--- config.mk ---
export PLATFORM = sky130hd
export DESIGN_NAME = audio_sfx_scheduler
export DESIGN_NICKNAME = d
export VERILOG_FILES = /design/src/rtl/audio_sfx_scheduler.sv
export SDC_FILE = /design/constraint.sdc
export NUM_CORES = 1
export LEC_CHECK = 0
export BUFFER_PORTS_ARGS = -buffer_cell sky130_fd_sc_hd__buf_2
export CAP_MARGIN = 20
export CORE_ASPECT_RATIO = 1.4
export CORE_MARGIN = 2
export CORE_UTILIZATION = 58
export DETAILED_ROUTE_END_ITERATION = 6
export GPL_TIMING_DRIVEN = 0
export PLACE_DENSITY = 0.82
export SLEW_MARGIN = 20
export SYNTH_ARGS = -nofsm -noshare
export SYNTH_HDL_FRONTEND = slang
export SYNTH_SLANG_ARGS = --single-unit
--- constraint.sdc ---
create_clock -name clk -period 6.1 [get_ports clk]
set_input_delay 1.22 -clock clk [delete_from_list [all_inputs] [get_ports clk]]
set_output_delay 1.22 -clock clk [all_outputs]
set_load 0.02 [all_outputs]
--- src/rtl/audio_sfx_scheduler.sv ---
// Priority scheduler that shares one SFX player between NREQ requesters.
// The highest requester index wins; a higher priority preempts the sound already playing.
`ifndef SFXIDBITS
`define SFXIDBITS 4
`endif

module audio_sfx_scheduler #(
    parameter int NREQ       = 4,
    parameter int START_WAIT = 6,
    parameter int IDXW       = $clog2(NREQ)
) (
    input  logic                          clk,
    input  logic                          resetn,
    input  logic [NREQ-1:0]               req,
    input  logic [NREQ*`SFXIDBITS-1:0]    req_id,
    input  logic                          mute,
    input  logic                          pause_in,
    input  logic                          sfxplaying,
    output logic [`SFXIDBITS-1:0]         newsfxid,
    output logic                          grabnewsfxid,
    output logic                          stop,
    output logic                          pause,
    output logic                          busy,
    output logic [IDXW-1:0]               cur_idx
);

    localparam int SW = `SFXIDBITS;
    localparam int TW = $clog2(START_WAIT + 1);
    localparam logic [TW-1:0] TIMER_LAST = TW'(START_WAIT - 1);

    typedef enum logic [1:0] {
        ST_IDLE      = 2'd0,
        ST_WAITSTART = 2'd1,
        ST_PLAYING   = 2'd2
    } state_t;

    state_t                      state_r;
    state_t                      state_n_s;
    logic [TW-1:0]               timer_r;
    logic [TW-1:0]               timer_n_s;
    logic [NREQ-1:0]             pending_r;
    logic [NREQ-1:0][SW-1:0]     pend_id_r;
    logic [IDXW-1:0]             win_idx_s;
    logic                        any_pend_s;
    logic                        grant_ok_s;
    logic                        preempt_s;
    logic                        grant_s;

    logic [SW-1:0]               newsfxid_r;
    logic                        grab_r;
    logic                        stop_r;
    logic                        pause_r;
    logic                        busy_r;
    logic [IDXW-1:0]             cur_idx_r;

    // Pick the highest-index pending requester and decide whether a grant is allowed
    always_comb begin
        win_idx_s  = '0;
        any_pend_s = |pending_r;
        for (int i = 0; i < NREQ; i++) begin
            win_idx_s = pending_r[i] ? IDXW'(i) : win_idx_s;
        end
        grant_ok_s = any_pend_s & ~mute & ~pause_in;
        preempt_s  = grant_ok_s & (win_idx_s > cur_idx_r);
    end

    // Next-state, timer and grant decision
    always_comb begin
        state_n_s = state_r;
        timer_n_s = timer_r;
        grant_s   = 1'b0;
        if (mute) begin
            state_n_s = ST_IDLE;
            timer_n_s = '0;
        end else begin
            case (state_r)
                ST_IDLE: begin
                    if (grant_ok_s) begin
                        grant_s   = 1'b1;
                        state_n_s = ST_WAITSTART;
                        timer_n_s = '0;
                    end else begin
                        state_n_s = ST_IDLE;
                    end
                end
                // sfxplaying may still belong to a preempted sound here, so it is not looked at
                ST_WAITSTART: begin
                    if (preempt_s) begin
                        grant_s   = 1'b1;
                        state_n_s = ST_WAITSTART;
                        timer_n_s = '0;
                    end else if (timer_r == TIMER_LAST) begin
                        state_n_s = ST_PLAYING;
                    end else begin
                        timer_n_s = timer_r + TW'(1);
                    end
                end
                ST_PLAYING: begin
                    if (preempt_s) begin
                        grant_s   = 1'b1;
                        state_n_s = ST_WAITSTART;
                        timer_n_s = '0;
                    end else if (!sfxplaying) begin
                        state_n_s = ST_IDLE;
                    end else begin
                        state_n_s = ST_PLAYING;
                    end
                end
                default: begin
                    state_n_s = ST_IDLE;
                    timer_n_s = '0;
                end
            endcase
        end
    end

    // State and timer registers
    always_ff @(posedge clk or negedge resetn) begin
        if (!resetn) begin
            state_r <= ST_IDLE;
            timer_r <= '0;
        end else begin
            state_r <= state_n_s;
            timer_r <= timer_n_s;
        end
    end

    // Per-requester latch; a fresh request beats a same-cycle grant of that requester
    always_ff @(posedge clk or negedge resetn) begin
        if (!resetn) begin
            pending_r <= '0;
            pend_id_r <= '0;
        end else if (mute) begin
            pending_r <= '0;
        end else begin
            for (int i = 0; i < NREQ; i++) begin
                if (req[i]) begin
                    pending_r[i] <= 1'b1;
                    pend_id_r[i] <= req_id[i*SW +: SW];
                end else if (grant_s && (win_idx_s == IDXW'(i))) begin
                    pending_r[i] <= 1'b0;
                end else begin
                    pending_r[i] <= pending_r[i];
                end
            end
        end
    end

    // Registered outputs towards the manager
    always_ff @(posedge clk or negedge resetn) begin
        if (!resetn) begin
            newsfxid_r <= '0;
            grab_r     <= 1'b0;
            stop_r     <= 1'b0;
            pause_r    <= 1'b0;
            busy_r     <= 1'b0;
            cur_idx_r  <= '0;
        end else begin
            grab_r  <= grant_s;
            stop_r  <= mute;
            pause_r <= pause_in;
            busy_r  <= (state_n_s != ST_IDLE);
            if (grant_s) begin
                newsfxid_r <= pend_id_r[win_idx_s];
                cur_idx_r  <= win_idx_s;
            end else begin
                newsfxid_r <= newsfxid_r;
                cur_idx_r  <= cur_idx_r;
            end
        end
    end

    assign newsfxid     = newsfxid_r;
    assign grabnewsfxid = grab_r;
    assign stop         = stop_r;
    assign pause        = pause_r;
    assign busy         = busy_r;
    assign cur_idx      = cur_idx_r;

endmodule

==> run summary, run 1 <==
Status: finished, final reports clean
Setup TNS: 0 ps
Clk root buf: clkbuf_8
Routability Congestion: 0.881
Max Cap Viol: 0
Crit. End Element: register
Seq/Total Area, Yosys: 49.5%
Post-route cell area: 2090 µm²
# clock sinks: 35
Initial antenna violation count: 0
Syn nets: 183
Setup bufs post-CTS: 0
Post-DP HPWL: 2.63 mm
Vias: 1286
Die footprint: 3520 µm²
FFs w/ async S/R, synth: 100%
TritonCTS clock tree: done
CP Launch Type: register
Detailed Routing Iterations Pass 1: 4
DR vias/cell: 5.62
Crit path depth: 8
Largest family of logic cells by synthesized area: multiplexers
Cell variety after synth: 34
RSZ-0062 raised after global routing: false
Register bit total from synthesis: 35
Worst Hold Class: register to register
Core area: 2880 µm²
Worst path slowest cell: dfrtp_1
Number of synthesized flops with an enable pin: 0
Total power: 626 µW
Global Route Usage Sum: 23.4%
Final Cycle Share: 42.1%
Hold buffer count at CTS: 0
Largest net degree at the start of global routing: 36
Top FF cell, synth: dfrtp_1
Longest Clk Path Bufs: 2
Mapped Area: 1770 µm²
Slew Limit Fails: 0
CP arrival: 2740 ps
Row Count: 23
Max Clk Rate: 0.390 GHz
First-pass GRT wire length: 6.19 mm
Bufs and invs on worst path: 2
Hold path depth: 1
DRC violations left: 0
CP Max Fanout: 10
Wire length per cell: 15.3 µm
Reg clk slew, reported paths: 60 ps
Delay-heaviest family, CP: simple AND/OR/NAND/NOR gates
Yosys warns: 0
Synth Area in Compound Gates: 11.0%
Required @ worst endpoint: 6270 ps
Syn Inst Count: 150
IO Port Bufs: 34
Layout cells sized above 1: 38.5%
Inserted Clock Buffers: 5
FF-to-FF path depth: 8
Post-synthesis mux area share: 19.9%
Crit path top cell by count: o211a_1
Relative slew margins: 51.0%
Commonest non-fill, non-tap cell in the layout: buf_2
Ant diodes: 0
Final setup viols: 0
Final min period: 2570 ps
Area growth, synth to finish: 17.9%
Crit Path Class: register to register
Drt first-iter violations: 19
Total gr overflow: 0
Worst-Skew Late Latency: 290 ps
Clock Skew: 5.19 ps
Area after DPL: 1990 µm²
Pwr/cell area: 300 nW/µm²
Vias in the first global route: 1490
Final nets: 224
Starting Density: 61.5%
Fraction of synthesized cell area in xor and xnor cells: 0%
CTS resizes: 0
Mean area per synthesized cell: 11.8 µm²
Die Ht: 69.4 µm
ANT nets after route: 0
Pleak: 0.000982 µW
H-tree depth: 2
Hold Vio Cnt, Final: 0
Die X: 50.7 µm
Slowest cell delay on critical path: 410 ps
Worst slew pin tran: 735 ps
Most frequent cells in the layout: buf_2 (36), dfrtp_1 (35), mux2_2 (25)
WL final: 3.51 mm
# IOs: 35
Cells along the critical path: clkbuf_1, or2_2, ha_1, nor2b_1, o211a_1, o211a_1, buf_2, mux2_2
Post-synthesis adder-cell area fraction: 5.65%
Worst IR Drop VDD: 0.270 mV
Simple-Gate Fraction of Synth Area: 10.5%
[state kept, by name (all words and copies together) (netlist names)]
signal,count
grabnewsfxid,1
newsfxid,4
pause,1
timer_r,3
pend_id_r,16
state_r,2
cur_idx,2
stop,1
busy,1
pending_r,4
[cell usage after synthesis (2+ instances only)]
| cell type | instances | area share (%) |
|---|---|---|
| a211oi_1 | 2 | 0.85 |
| a21oi_1 | 2 | 0.57 |
| a311oi_1 | 3 | 1.5 |
| buf_2 | 2 | 0.57 |
| clkbuf_1 | 4 | 0.85 |
| dfrtp_1 | 35 | 49 |
| ha_1 | 8 | 5.7 |
| inv_1 | 7 | 1.5 |
| mux2_2 | 25 | 16 |
| mux2i_1 | 7 | 4.0 |
| nand2_1 | 7 | 1.5 |
| nand2b_1 | 4 | 1.4 |
| nor2_1 | 8 | 1.7 |
| nor2b_1 | 5 | 1.8 |
| nor3_1 | 2 | 0.57 |
| nor4_1 | 2 | 0.71 |
| o211a_1 | 2 | 1.1 |
| o21ai_0 | 7 | 2.0 |
| or2_2 | 2 | 0.71 |
| or4b_1 | 2 | 1.1 |
[kinds of logic (layout without fill, tap and decap cells)]
logic type	Yosys count	in the layout
AOI/OAI and AO/OA	26	26
adders and majority gates	8	8
buffers and inverters	14	56
DFF	35	35
muxes	32	32
and+or+nand+nor	35	35
[metal layers]
layer / GRT usage (%) / share of wire, %
met5: 0 / 0
met4: 12.6 / 3.4
met3: 6.25 / 3.4
met2: 42.0 / 54
met1: 23.7 / 39
[area by class of cell]
cell class / count / area (µm²)
fillers: 216 / 791
multi-input cells: 101 / 832
plain buffers: 7 / 36.3
inverters: 7 / 26.3
well taps: 37 / 46.3
flip-flops and latches: 35 / 876
clock buffers: 8 / 100
repair buffers: 34 / 170
[worst register-to-register path, delay by kind of cell (launching register included)]
| family | cells | cell delay [ps] |
|---|---|---|
| AND/OR/NAND/NOR | 2 | 620 |
| buffers and inverters | 2 | 440 |
| flip-flops | 1 | 410 |
| multiplexers | 1 | 370 |
| AO/OA/AOI/OAI | 2 | 310 |
| adder cells (fa/ha/maj) | 1 | 300 |
[metrics by stage]
step	util (%)	worst slack [ps]	hold slack, ps	std cells
after global routing	72.5	3370	526	229
after detailed placement	69.0	3510	491	221
final	72.5	3530	507	229
after floorplan	-	3790	475	150
after global placement	69.0	3500	487	221
after CTS	72.5	3540	506	229
[power by group]
group          switching (µW)  internal [µW]  leakage [µW]
Sequential               20.7            268      0.000428
Clock                    77.7            103     0.0000515
Combinational            85.0           71.7      0.000502
Total                     183            443      0.000982
[worst paths after layout]
check | slack, ps | startpoint | end
setup / recovery | 3530 | pending_r[2]$_DFFE_PN0P_ | newsfxid[3]$_DFFE_PN0P_
max in group asynchronous | 4640 | resetn | pending_r[1]$_DFFE_PN0P_
hold reg to reg | 510 | newsfxid[0]$_DFFE_PN0P_ | newsfxid[0]$_DFFE_PN0P_
hold / removal | 510 | newsfxid[0]$_DFFE_PN0P_ | newsfxid[0]$_DFFE_PN0P_
setup reg to reg | 3530 | pending_r[2]$_DFFE_PN0P_ | newsfxid[3]$_DFFE_PN0P_
min in group asynchronous | 990 | resetn | timer_r[2]$_DFFE_PN0P_
No activity file was read; power rests on OpenSTA's default activity.
==> run 2: changes to the inputs <==
--- a/config.mk
+++ b/config.mk
@@ -5,14 +5,15 @@
 export SDC_FILE = /design/constraint.sdc
 export NUM_CORES = 1
 export LEC_CHECK = 0
+export ABC_AREA = 1
 export BUFFER_PORTS_ARGS = -buffer_cell sky130_fd_sc_hd__buf_2
 export CAP_MARGIN = 20
 export CORE_ASPECT_RATIO = 1.4
 export CORE_MARGIN = 2
-export CORE_UTILIZATION = 58
+export CORE_UTILIZATION = 54
 export DETAILED_ROUTE_END_ITERATION = 6
 export GPL_TIMING_DRIVEN = 0
-export PLACE_DENSITY = 0.82
+export PLACE_DENSITY = 0.78
 export SLEW_MARGIN = 20
 export SYNTH_ARGS = -nofsm -noshare
 export SYNTH_HDL_FRONTEND = slang
==> constraint.sdc (replaced) <==
create_clock -name clk -period 2.53 [get_ports clk]
set_input_delay 0.506 -clock clk [delete_from_list [all_inputs] [get_ports clk]]
set_output_delay 0.506 -clock clk [all_outputs]
set_load 0.02 [all_outputs]
==> run summary, run 2 <==
Status: finished, final reports clean
RR Startpoint: pending_r[1]$_DFFE_PN0P_
Worst-Skew Late Latency: 280 ps
DRC violations left: 0
Top-count cell post-synth: nand2_1
Die Ht: 70.7 µm
Post-synthesis mux area share: 9.84%
Ant diodes: 0
Final Cycle Share: 84.3%
Vias: 1315
Reg2reg end: pending_r[3]$_DFFE_PN0P_
FFs w/ async S/R, synth: 100%
Initial antenna violation count: 0
Post-DP HPWL: 2.55 mm
Pleak: 0.00111 µW
Slew Limit Fails: 0
Drt first-iter violations: 32
Cell variety after synth: 21
Clk root buf: clkbuf_8
Hold buffer count at CTS: 0
Syn nets: 218
DR vias/cell: 4.94
Synth Area in Compound Gates: 4.37%
Most frequent cells after synthesis: nand2_1 (58), dfrtp_1 (35), inv_1 (21)
WL final: 3.25 mm
Hold Vio Cnt, Final: 0
Detailed Routing Iterations Pass 1: 6
RSZ-0062 raised after global routing: false
Largest family of logic cells by synthesized area: simple AND/OR/NAND/NOR gates
Top FF cell, synth: dfrtp_1
Commonest non-fill, non-tap cell in the layout: nand2_1
# clock sinks: 35
Register bit total from synthesis: 35
Worst Hold Class: input pin to async pin
Largest register by flop count: pend_id_r
CP arrival: 2310 ps
FF-to-FF path depth: 12
Mapped Area: 1720 µm²
H-tree depth: 2
Fillers: 260
Syn Inst Count: 185
Most frequent cells in the layout: nand2_1 (58), dfrtp_1 (35), buf_2 (34)
Layout cells sized above 1: 28.2%
Relative slew margins: 50.7%
Post-synthesis adder-cell area fraction: 5.83%
Die footprint: 3650 µm²
Fraction of synthesized cell area in xor and xnor cells: 0.510%
Simple-Gate Fraction of Synth Area: 23.1%
Max Clk Rate: 0.469 GHz
# IOs: 35
Total gr overflow: 0
Top-area cell type share of the netlist area: 51.0%
IO Port Bufs: 34
Biggest area consumer among synthesized cells: dfrtp_1
R2R Setup Slk: 400 ps
Inserted Clock Buffers: 5
Mean area per synthesized cell: 9.28 µm²
Core area: 3060 µm²
Row Count: 24
Clock Skew: 7.43 ps
Routability Congestion: 0.857
Required @ worst endpoint: 2700 ps
CTS resizes: 0
Reg clk slew, reported paths: 70 ps
Wire length per cell: 12.2 µm
Synth area leaders: dfrtp_1 (51%), nand2_1 (13%), mux2_2 (9.8%)
Final setup viols: 0
Starting Density: 56.0%
Longest Clk Path Bufs: 2
ANT nets after route: 0
TritonCTS clock tree: done
Yosys warns: 0
Largest net degree at the start of global routing: 36
First-pass GRT wire length: 5.61 mm
Max FFs per register: 16
Number of synthesized flops with an enable pin: 0
Vias in the first global route: 1331
Worst IR Drop VDD: 0.686 mV
Max Cap Viol: 0
Fin util: 67.5%
Worst slew pin tran: 740 ps
Die X: 51.7 µm
Crit Path Class: register to register
Setup TNS: 0 ps
CP Launch Type: register
Pwr/cell area: 764 nW/µm²
Setup bufs post-CTS: 0
Crit. End Element: register
Global Route Usage Sum: 20.7%
Seq/Total Area, Yosys: 51.0%
CP Max Fanout: 10
Final nets: 259
Area growth, synth to finish: 20.5%
Final min period: 2130 ps
-- run 2: cell type report --
| type | count | area, µm² | share of cell area (%) |
|---|---|---|---|
| inverters | 23 | 91.3 | 4.42 |
| flip-flops and latches | 35 | 876 | 42.3 |
| repair buffers | 34 | 170 | 8.23 |
| multi-input cells | 127 | 749 | 36.2 |
| clock inverters | 2 | 60.1 | 2.90 |
| clock buffers | 6 | 72.6 | 3.51 |
| well taps | 39 | 48.8 | 2.36 |
-- run 2: worst max path at each step --
stage                                        start                        to  slack, ps
after global routing      pending_r[1]$_DFFE_PN0P_    cur_idx[0]$_DFFE_PN0P_        190
after global placement    pending_r[2]$_DFFE_PN0P_  pending_r[3]$_DFFE_PN0P_        510
after CTS                 pending_r[1]$_DFFE_PN0P_  pending_r[3]$_DFFE_PN0P_        430
final                     pending_r[1]$_DFFE_PN0P_  pending_r[3]$_DFFE_PN0P_        400
after floorplan           pending_r[2]$_DFFE_PN0P_    cur_idx[0]$_DFFE_PN0P_        690
after detailed placement  pending_r[1]$_DFFE_PN0P_  pending_r[3]$_DFFE_PN0P_        440
-- run 2: cell families (layout without fill, tap and decap cells) --
| family | Yosys count | after routing |
|---|---|---|
| mux | 15 | 15 |
| flops | 35 | 35 |
| fa+ha+maj | 8 | 8 |
| xor+xnor | 1 | 1 |
| simple gates | 92 | 92 |
| compound gates | 11 | 11 |
| buf+inv | 23 | 65 |
-- run 2: metrics by stage --
stage	instances	area, µm²	setup slack [ps]	total power [µW]	hold WS, ps
6_report	266	2070	396	1580	276
5_1_grt	266	2070	192	1660	343
4_1_cts	266	2070	426	1600	310
3_5_place_dp	258	1940	439	1010	458
3_3_place_gp	258	1940	513	995	454
2_1_floorplan	185	1720	693	897	210
-- run 2: where the power goes --
| part | internal, µW | switching [µW] | total, µW |
|---|---|---|---|
| clock | 394 | 194 | 588 |
| sequential | 638 | 47.1 | 685 |
| combinational | 122 | 185 | 307 |
| total | 1150 | 426 | 1580 |
-- run 2: metal layers --
metal / track usage (%) / up-vias / part of all wire (%) / wire length (µm)
met3: 4.01 / 5 / 4.2 / 138
met4: 7.89 / 0 / 1.9 / 63
met5: 0 / - / 0 / 0
met1: 24.4 / 602 / 41 / 1320
li1: - / 671 / - / -
met2: 36.5 / 37 / 53 / 1730
-- run 2: worst max-delay path, stage by stage (launching register included) --
cell     delay [ps]
dfrtp_1         390
inv_1            80
o21ai_0         320
inv_1           130
ha_1            280
nand2_1          50
inv_1            30
a21oi_1         210
nand3_1         130
nand2_2         140
nand2_4         120
nand3_1          90
nand2_1          50
